**config.mk**
```make
export PLATFORM = sky130hd
export DESIGN_NAME = multicycle_controller
export DESIGN_NICKNAME = d
export VERILOG_FILES = /design/src/rtl/mips_pkg.sv /design/src/rtl/alu_decoder.sv /design/src/rtl/multicycle_controller.sv
export SDC_FILE = /design/constraint.sdc
export NUM_CORES = 1
export LEC_CHECK = 0
export CAP_MARGIN = 5
export CORE_MARGIN = 3
export CORE_UTILIZATION = 42
export DETAILED_ROUTE_END_ITERATION = 6
export PLACE_DENSITY = 0.83
export SLEW_MARGIN = 20
export SYNTH_ARGS = -nofsm -noshare
export SYNTH_HDL_FRONTEND = slang
export SYNTH_HIERARCHICAL = 1
export SYNTH_SLANG_ARGS = --single-unit
```
**constraint.sdc**
```tcl
create_clock -name clk -period 4.3 [get_ports clk]
set_input_delay 0.43 -clock clk [delete_from_list [all_inputs] [get_ports clk]]
set_output_delay 0.43 -clock clk [all_outputs]
set_load 0.02 [all_outputs]
```
**src/rtl/mips_pkg.sv**
```systemverilog
// Shared encodings for the multicycle MIPS controller: FSM states, opcodes,
// funct fields, ALU control codes and datapath mux selects.
package mips_pkg;

  typedef enum logic [3:0] {
    StFetch    = 4'd0,
    StDecode   = 4'd1,
    StMemAdr   = 4'd2,
    StMemRead  = 4'd3,
    StMemWb    = 4'd4,
    StMemWrite = 4'd5,
    StExecute  = 4'd6,
    StAluWb    = 4'd7,
    StBranch   = 4'd8,
    StAddiEx   = 4'd9,
    StAddiWb   = 4'd10,
    StJump     = 4'd11
  } state_e;

  typedef enum logic [1:0] {
    AluOpAdd   = 2'b00,
    AluOpSub   = 2'b01,
    AluOpFunct = 2'b10
  } alu_op_e;

  localparam logic [5:0] OpR    = 6'b000000;
  localparam logic [5:0] OpLw   = 6'b100011;
  localparam logic [5:0] OpSw   = 6'b101011;
  localparam logic [5:0] OpBeq  = 6'b000100;
  localparam logic [5:0] OpAddi = 6'b001000;
  localparam logic [5:0] OpJ    = 6'b000010;

  localparam logic [5:0] FunctAdd = 6'b100000;
  localparam logic [5:0] FunctSub = 6'b100010;
  localparam logic [5:0] FunctAnd = 6'b100100;
  localparam logic [5:0] FunctOr  = 6'b100101;
  localparam logic [5:0] FunctSlt = 6'b101010;

  localparam logic [2:0] AluCtlAnd = 3'b000;
  localparam logic [2:0] AluCtlOr  = 3'b001;
  localparam logic [2:0] AluCtlAdd = 3'b010;
  localparam logic [2:0] AluCtlSub = 3'b110;
  localparam logic [2:0] AluCtlSlt = 3'b111;

  localparam logic [1:0] SrcBReg   = 2'b00;
  localparam logic [1:0] SrcBFour  = 2'b01;
  localparam logic [1:0] SrcBImm   = 2'b10;
  localparam logic [1:0] SrcBImmSh = 2'b11;

  localparam logic [1:0] PcSrcAlu    = 2'b00;
  localparam logic [1:0] PcSrcAluOut = 2'b01;
  localparam logic [1:0] PcSrcJump   = 2'b10;

  function automatic logic is_legal_op(input logic [5:0] op);
    return (op == OpR) || (op == OpLw) || (op == OpSw) || (op == OpBeq) ||
           (op == OpAddi) || (op == OpJ);
  endfunction

endpackage

```
**src/rtl/alu_decoder.sv**
```systemverilog
// Maps the controller's ALUOp and the R-type funct field to a 3-bit ALU control code.
module alu_decoder
  import mips_pkg::*;
(
  input  alu_op_e    alu_op_i,
  input  logic [5:0] funct_i,
  output logic [2:0] alu_control_o
);

  always_comb begin
    alu_control_o = AluCtlAdd;
    case (alu_op_i)
      AluOpAdd: alu_control_o = AluCtlAdd;
      AluOpSub: alu_control_o = AluCtlSub;
      AluOpFunct: begin
        case (funct_i)
          FunctAdd: alu_control_o = AluCtlAdd;
          FunctSub: alu_control_o = AluCtlSub;
          FunctAnd: alu_control_o = AluCtlAnd;
          FunctOr:  alu_control_o = AluCtlOr;
          FunctSlt: alu_control_o = AluCtlSlt;
          default:  alu_control_o = AluCtlAdd;
        endcase
      end
      default: alu_control_o = AluCtlAdd;
    endcase
  end

endmodule

```
**src/rtl/multicycle_controller.sv**
```systemverilog
// Moore control FSM for a multicycle MIPS datapath with memory wait-state support.
module multicycle_controller
  import mips_pkg::*;
#(
  parameter bit USE_MEM_READY = 1'b1
) (
  input  logic       clk,
  input  logic       reset,
  input  logic [5:0] Op,
  input  logic [5:0] Funct,
  input  logic       Zero,
  input  logic       mem_ready,
  output logic       IorD,
  output logic       MemWrite,
  output logic       IRWrite,
  output logic       RegDst,
  output logic       MemtoReg,
  output logic       RegWrite,
  output logic       ALUSrcA,
  output logic [1:0] ALUSrcB,
  output logic [1:0] PCSrc,
  output logic [2:0] ALUControl,
  output logic       PCEn,
  output logic       Illegal,
  output logic [3:0] State
);

  state_e  state_q, state_d;
  alu_op_e alu_op;
  logic    ready, pc_write, branch;

  assign ready = USE_MEM_READY ? mem_ready : 1'b1;

  always_ff @(posedge clk) begin
    if (reset) begin
      state_q <= StFetch;
    end else begin
      state_q <= state_d;
    end
  end

  always_comb begin
    state_d = state_q;
    case (state_q)
      StFetch: if (ready) state_d = StDecode;
      StDecode: begin
        case (Op)
          OpLw, OpSw: state_d = StMemAdr;
          OpR:        state_d = StExecute;
          OpBeq:      state_d = StBranch;
          OpAddi:     state_d = StAddiEx;
          OpJ:        state_d = StJump;
          default:    state_d = StFetch;
        endcase
      end
      StMemAdr:   state_d = (Op == OpLw) ? StMemRead : StMemWrite;
      StMemRead:  if (ready) state_d = StMemWb;
      StMemWrite: if (ready) state_d = StFetch;
      StExecute:  state_d = StAluWb;
      StAddiEx:   state_d = StAddiWb;
      default:    state_d = StFetch;
    endcase
  end

  // Outputs are decoded from the current state; reset overrides everything to idle.
  always_comb begin
    IorD     = 1'b0;
    MemWrite = 1'b0;
    IRWrite  = 1'b0;
    RegDst   = 1'b0;
    MemtoReg = 1'b0;
    RegWrite = 1'b0;
    ALUSrcA  = 1'b0;
    ALUSrcB  = SrcBReg;
    PCSrc    = PcSrcAlu;
    alu_op   = AluOpAdd;
    pc_write = 1'b0;
    branch   = 1'b0;
    Illegal  = 1'b0;
    if (!reset) begin
      case (state_q)
        StFetch: begin
          ALUSrcB  = SrcBFour;
          IRWrite  = ready;
          pc_write = ready;
        end
        StDecode: begin
          ALUSrcB = SrcBImmSh;
          Illegal = !is_legal_op(Op);
        end
        StMemAdr: begin
          ALUSrcA = 1'b1;
          ALUSrcB = SrcBImm;
        end
        StMemRead: IorD = 1'b1;
        StMemWb: begin
          MemtoReg = 1'b1;
          RegWrite = 1'b1;
        end
        StMemWrite: begin
          IorD     = 1'b1;
          MemWrite = 1'b1;
        end
        StExecute: begin
          ALUSrcA = 1'b1;
          alu_op  = AluOpFunct;
        end
        StAluWb: begin
          RegDst   = 1'b1;
          RegWrite = 1'b1;
        end
        StBranch: begin
          ALUSrcA = 1'b1;
          alu_op  = AluOpSub;
          PCSrc   = PcSrcAluOut;
          branch  = 1'b1;
        end
        StAddiEx: begin
          ALUSrcA = 1'b1;
          ALUSrcB = SrcBImm;
        end
        StAddiWb: RegWrite = 1'b1;
        StJump: begin
          PCSrc    = PcSrcJump;
          pc_write = 1'b1;
        end
        default: ;
      endcase
    end
  end

  assign PCEn  = pc_write | (branch & Zero);
  assign State = reset ? 4'd0 : state_q;

  alu_decoder u_alu_decoder (
    .alu_op_i      (alu_op),
    .funct_i       (Funct),
    .alu_control_o (ALUControl)
  );

endmodule

```
# Yosys cells after proc, flatten, opt, wreduce, memory -nomap -nowiden
# Index checks and enable logic that the tools add are counted.
# Widths: inputs -> output; s select.
[op_classes]
eq_ne = 25
mux = 35
bitwise_logic = 2
n_reduce_logical = 14
[op_table]
columns = ["op", "count"]
rows = [
  ["$eq 6x6->1 const B", 6],
  ["$pmux 4 s7", 1],
  ["$pmux 4 s5", 1],
  ["$mux 1", 19],
  ["$eq 4x3->1 const B", 4],
  ["$eq 4x4->1 const B", 4],
  ["$mux 4", 4],
  ["$pmux 3 s4", 1],
  ["$eq 4x2->1 const B", 2],
  ["$pmux 2 s2", 2],
  ["$eq 6x2->1 const B", 1],
  ["$eq 6x3->1 const B", 1],
  ["$eq 6x4->1 const B", 1],
  ["$logic_not 6->1", 1],
  ["$mux 2", 3],
  ["$ne 2x2->1 const B", 3],
  ["$pmux 2 s3", 1],
  ["$pmux 3 s2", 1],
  ["$reduce_or 2->1", 3],
  ["$logic_or 1x1->1", 5],
  ["$eq 4x1->1 const B", 1],
  ["$logic_not 4->1", 1],
  ["$reduce_or 4->1", 1],
  ["$mux 3", 1],
  ["8 further kinds", 8],
]
[totals]
reg_bits = 4
input_bits = 16
out_inout_bits = 20
word_cells = 77

# Depth between registers and ports, before layout
[logic_depth]
word_depth = 9
ltp_mapped = 8
depth_no_buf = 7

# Cells and area by module
# Netlist, hierarchy kept.
[modules_own_cells]
columns = ["mod", "instances", "cells_per_inst", "area_each_um2", "seq_area_each_um2"]
rows = [
  ["multicycle_controller", 1, 87, 568.0, 80.1],
  ["alu_decoder", 1, 15, 118.9, 0.0],
]

# Worst setup path after synthesis
# No wires, ideal clock.
[synth_timing]
kind = "input -> output"
from = "input port reset"
to = "output port ALUControl[2]"
arrival_ns = 2.013
t_required_ns = 3.870
slack_ns = 1.857
stages = 6
n_path_buf = 1
cell_sequence = "buf_2 nor4_1 inv_1 ha_1 nand4bb_1 o22ai_1"
[synth_via]
elab_chain_cells = 3
elab_cells_between_ends = 4
classes_between = "2 x eq/ne; 2 x mux"
[synth_rtl]
columns = ["item", "line", "text"]
rows = [
  ["start: declaration", "multicycle_controller.sv:8", "input logic reset,"],
  ["$mux 2 (*)", "multicycle_controller.sv:80", "if (!reset) begin"],
  ["net alu_op[0]", "multicycle_controller.sv:29", "alu_op_e alu_op;"],
  ["$eq 2x2->1 / $eq 2x1->1 (equally long branches)", "alu_decoder.sv:12", "case (alu_op_i)"],
  ["$pmux 3 s2 (*)", "alu_decoder.sv:12", ""],
  ["end: declaration", "multicycle_controller.sv:22", "output logic [2:0] ALUControl,"],
]
# The timed path passes the listed nets; every way through them passes the cells marked *.

# Final worst setup path
[layout_timing]
from = "input port reset"
to = "output port ALUControl[2]"
[layout_via]
elab_chain_cells = 3
elab_cells_between_ends = 4
classes_between = "2 x eq/ne; 2 x mux"
[layout_rtl]
columns = ["item", "line"]
rows = [
  ["$mux 2 (*)", "multicycle_controller.sv:80"],
  ["$eq 2x2->1 / $eq 2x1->1 (equally long branches)", "alu_decoder.sv:12"],
  ["$pmux 3 s2 (*)", "alu_decoder.sv:12"],
]
# Every way passes the cells marked *; elsewhere a longest branch is shown, timed or not.

==> impl_metrics.json <==
{
  "largest_register_ffs": 4,
  "core.rowCount": 13,
  "ys_types": 40,
  "cts_tree": "yes",
  "startpoint_type": "input pin",
  "n_fill_cell": 127,
  "syn_area_um2": 687,
  "path_clk_slew_ns": 0.03,
  "grt_remaining_overflow": 0,
  "largestRegisters": "state_q x4",
  "hold_depth": 2,
  "hp-start": "state_q[0]$_SDFFE_PP0P_",
  "p_leak_nw": 0.350,
  "area_delta_synth_final_pct": 52.6,
  "min_path_type": "reg2reg",
  "layout-drive-gt1-share_pct": 5.22,
  "critPathRequiredTime_ns": 3.87,
  "ios": 36,
  "grt_pass1_vias": 803,
  "initial_core_util_pct": 48.5,
  "htree_levels": 1,
  "cp.arrival_ns": 2.97,
  "viasPerCell": 6.05,
  "gr-usage-all-layers_pct": 21.5,
  "ys_seq_elements": 4,
  "final_max_slew_viol_count": 0,
  "rrSetupSlack_ns": 2.67,
  "die_width_um": 46.4,
  "power_density_nw_per_um2": 135,
  "synth_common_cells": "nor2_1, inv_1, o21ai_0, nand2_1, nor3_1",
  "cts_root_buffer": "clkbuf_4",
  "final_nets": 154,
  "postCtsSetupBuffers": 0,
  "status": "finished, final reports clean",
  "clock_skew_ns": 0.00517,
  "grt_pass1_wl_um": 3440,
  "syn-instance-count": 102,
  "yosys_warnings": 6,
  "worst_pin_slew_ns": 0.546,
  "r2r_end": "state_q[1]$_SDFFE_PP0P_",
  "yosysSeqAreaShare_pct": 11.7,
  "wl_per_cell_um": 14.1,
  "yosysMostFrequentCell": "nor2_1",
  "grt_max_degree": 18,
  "fin_tns_setup_ns": 0,
  "ir_drop_mv": 0.137,
  "min_period_over_period_pct": 79.1,
  "grt_antenna_before_repair": 0,
  "drtIter0Drc": 30,
  "place_congestion": 0.877,
  "cts_resized": 0,
  "die_height_um": 46.4,
  "power_uw": 141,
  "rsz0062_at_grt": "no",
  "dpl.hpwl_um": 1650,
  "drc": 0,
  "core-area_um2": 1420,
  "synth_flop_cell": "dfxtp_1",
  "postSynthAreaPerCell_um2": 6.73,
  "worstSetupEndpointType": "primary output",
  "diodes": 0,
  "cts_hold_buf": 0,
  "largest_register": "state_q",
  "cts_buffer_depth": 2,
  "setup_viol": 0,
  "hold_viol": 0,
  "drv_cap": 0,
  "cts_made_buffers": 3,
  "synth_edf_count": 0,
  "path_max_fanout": 9,
  "cts_sinks": 4,
  "drtPass1Iterations": 4,
  "reg2reg_from": "state_q[1]$_SDFFE_PP0P_",
  "synth.area.top_cells": "dfxtp_1, nor2_1, inv_1",
  "die-area_um2": 2160,
  "holdPathEnd": "state_q[1]$_SDFFE_PP0P_",
  "synth_area_leader_cell": "dfxtp_1",
  "async_flop_share_pct": 0,
  "clkLatencyLatePin_ns": 0.24,
  "fin_crit_ns": 3.40,
  "io_buffer_count": 35,
  "vias": 901,
  "routed_wl_um": 2110,
  "fmax_mhz": 294,
  "synth_nets": 120,
  "r2r_cells": 4,
  "ant_nets": 0,
  "synth_top_area_share_pct": 11.7,
  "critPathKind": "in2out",
  "relSlewSlack_pct": 63.3
}
layer usage:
metal	vias to the layer above	track usage, %	share of wire (%)
met3	0	1.95	8.8
li1	450	-	-
met1	411	27.5	43
met5	-	0	0
met2	40	36.3	48
met4	0	8.52	0
final cells by class:
| class | count | area [um^2] | area share [%] |
|---|---|---|---|
| tap | 15 | 18.8 | 1.79 |
| timing repair buffer | 35 | 350 | 33.4 |
| inverter | 9 | 33.8 | 3.22 |
| multi-input combinational | 83 | 543 | 51.8 |
| sequential | 4 | 80.1 | 7.64 |
| clock buffer | 3 | 22.5 | 2.15 |
power by group:
part | internal [mW] | leakage (nW) | switching (mW)
logic | 0.0285 | 0.304 | 0.0246
registers | 0.0384 | 0.0325 | 0.00361
clock network | 0.0312 | 0.0138 | 0.0151
total | 0.0981 | 0.350 | 0.0433
worst max-delay path: stages:
cell and delay, ns:
clkdlybuf4s50_1 0.55, nor4_1 0.53, inv_1 0.10, ha_1 0.35, nand4bb_1 0.23, o22ai_1 0.16, clkdlybuf4s50_1 0.62
cell usage in the layout, fill, tap and decap left out, types with 3 or more instances in the layout:
cell | synthesis | layout
a21oi_1 | 3 | 3
o21ai_0 | 6 | 6
clkdlybuf4s50_1 | 0 | 35
nand2_1 | 5 | 5
nor3_1 | 5 | 5
dfxtp_1 | 4 | 4
nor4_1 | 4 | 4
nor2_1 | 13 | 13
or3_1 | 4 | 4
inv_1 | 9 | 9
nand2b_1 | 3 | 3
nand3_1 | 4 | 4
o22ai_1 | 3 | 3
clkbuf_4 | 0 | 3
how the worst max path moves through the flow:
stage	start	to	slack (ns)	cells after the start
floorplan	reset	ALUControl[2]	1.86	6
global placement	reset	ALUControl[2]	0.96	7
detailed placement	reset	ALUControl[2]	0.91	7
CTS	reset	ALUControl[2]	0.90	7
global route	state_q[2]$_SDFFE_PP0P_	ALUControl[2]	0.64	8
finish	reset	ALUControl[2]	0.90	7
metrics by stage:
stage               setup WS, ns  hold slack (ns)  instance area, um^2  std cells  utilization [%]
CTS                        0.904            0.737                 1050        149             74.1
floorplan                   1.86            0.606                  687        102                -
detailed placement         0.913            0.720                 1030        146             72.5
finish                     0.897            0.734                 1050        149             74.1
global route               0.641            0.770                 1050        149             74.1
global placement           0.961            0.723                 1030        146             72.5
logic make-up (layout without fill, tap and decap cells):
family / after synthesis / in the layout / synth area share, %
fa+ha+maj: 2 / 2 / 3.64
compound gates: 26 / 26 / 26.1
xor+xnor: 3 / 3 / 3.83
simple gates: 52 / 52 / 45.5
flops: 4 / 4 / 11.7
buf+inv: 15 / 47 / 9.29
(Power assumes the default switching activity.)
==> patch, RTL diff (same settings) <==
`USE_MEM_READY`: 1'b1 -> 1'b0.
--- a/src/rtl/multicycle_controller.sv
+++ b/src/rtl/multicycle_controller.sv
@@ -4,3 +4,3 @@
 #(
-  parameter bit USE_MEM_READY = 1'b1
+  parameter bit USE_MEM_READY = 1'b0
 ) (
Behaviour: not the same (Yosys sat finds a counterexample within 4 cycles, from zero or initial values and one cycle with reset high).
==> patch against the unedited design <==
- combinational power decreased by 0.8%
- worst hold slack got worse by 84 ps
- sequential share of layout area increased by 0.55 points
- via count decreased by 13%
- wire length decreased by 15%
- sequential cell count unchanged
- synthesized area decreased by 9.8%
- total power increased by 1.9%
- count of clock-buffer cells in the layout unchanged
- worst setup slack improved by 44 ps
- design area decreased by 6.7%
- highest routed layer is now met4
==> patch: results (changes against the unedited design) <==
outcome -> completed
Hold Path Sink -> state_q[0]
Max transition margin -> 0.677 (+0.0443)
CP max FO -> 15 (+6)
met1 usage -> 0.282 (+0.00663)
clock skew -> 2.61 ps (-2.56 ps)
RePlAce Congestion -> 0.789 (-9.9%)
clk buf depth -> 2 (unchanged)
first-pass GRT wire length -> 2.99 mm (-13%)
largest net degree at the start of global routing -> 17 (-1)
vias in the first global route -> 659 (-18%)
Critical Path AT -> 2930 ps (-40 ps)
syn_nets -> 110 (-8.3%)
drt wl/cell -> 12.9 um (-8.4%)
top routing layer in use -> met4
r2r startpoint -> state_q[0]
met3 Use GR -> 0.0528 (+0.0333)
RR Endpoint -> state_q[2]
P per Cell Area -> 147 nW/um^2 (+9.2%)
gr usage total -> 0.204 (-0.0112)
Reg2Reg Setup Slack -> 2930 ps (+260 ps)
pre-CTS WS -> 941 ps (+28.6 ps)
clock distribution power -> 0.0493 mW (+6.5%)
WL met2 -> 862 um (-15%)
share of cells above drive strength 1 -> 0.0726 (+0.0203)
top post-synthesis cells by count -> nor2_1 (16), nor3_1 (8), a21oi_1 (7)
WL met1 -> 823 um (-8.6%)
hold path depth -> 1 (-1)
Via-to-Cell Ratio -> 5.61 (-7.2%)
setup bufs post-CTS -> 0 (unchanged)
Worst-Skew Late Latency -> 250 ps
Yosys cell types -> 36 (-10%)
post-CTS sizing -> 0 (unchanged)
maximum VDD drop -> 145 uV (+6.4%)
combinational share of power -> 0.366 (-0.010)
global routing usage on met2 -> 0.302 (-0.0603)
Cells after Synth -> 92 (-9.8%)
hold path start -> state_q[3]
DP Area -> 956 um^2 (-6.8%)
Internal Power -> 0.0977 mW (-0.39%)
sequential share of the synthesized area -> 0.129 (+0.0127)
Clock Tree Root -> clkbuf_4
DRT iter0 DRCs -> 16 (-47%)
CP max stage delay -> 620 ps (about the same)
top post-synthesis cells by area -> dfxtp_1 (13%), nor2_1 (9.7%), nor3_1 (6.5%)
Lkg Pwr -> 0.344 nW (-1.7%)
met3 wire len -> 105 um (-43%)
ys async rst share -> 0 (unchanged)
delay-heaviest family, CP -> simple AND/OR/NAND/NOR gates
Cell Count, Final, Fillers Out -> 139 (-6.7%)
drt first pass iters -> 4 (unchanged)
hpwl dp -> 1.39 mm (-16%)
port bufs -> 34 (-2.9%)
Fin Hold WS -> 650 ps (-83.7 ps)
## patch: final cells by class
cell class	count	area, um^2
well taps	15	18.8
multi-input cells	76	487
inverters	6	22.5
repair buffers	35	348
flip-flops and latches	4	80.1
fillers	105	372
clock buffers	3	22.5
## patch: worst max path at each step
stage,start,end,slack (ps),cells after the start
6_report,state_q[2],ALUControl[2],940,7
5_1_grt,state_q[2],ALUControl[0],750,7
4_1_cts,reset,ALUControl[2],940,8
3_5_place_dp,reset,ALUControl[2],940,8
3_3_place_gp,reset,ALUControl[2],1000,8
2_1_floorplan,reset,ALUControl[2],1890,6
## patch: kinds of logic (layout without fill, tap and decap cells)
kind of cell               after synthesis  in the layout  synth area share
and+or+nand+nor                         48             48             0.457
AOI/OAI and AO/OA                       22             22             0.230
buffers and inverters                   12             44            0.0848
adders and majority gates                2              2            0.0404
muxes                                    1              1            0.0162
DFF                                      4              4             0.129
xor gates and xnor gates                 3              3            0.0424
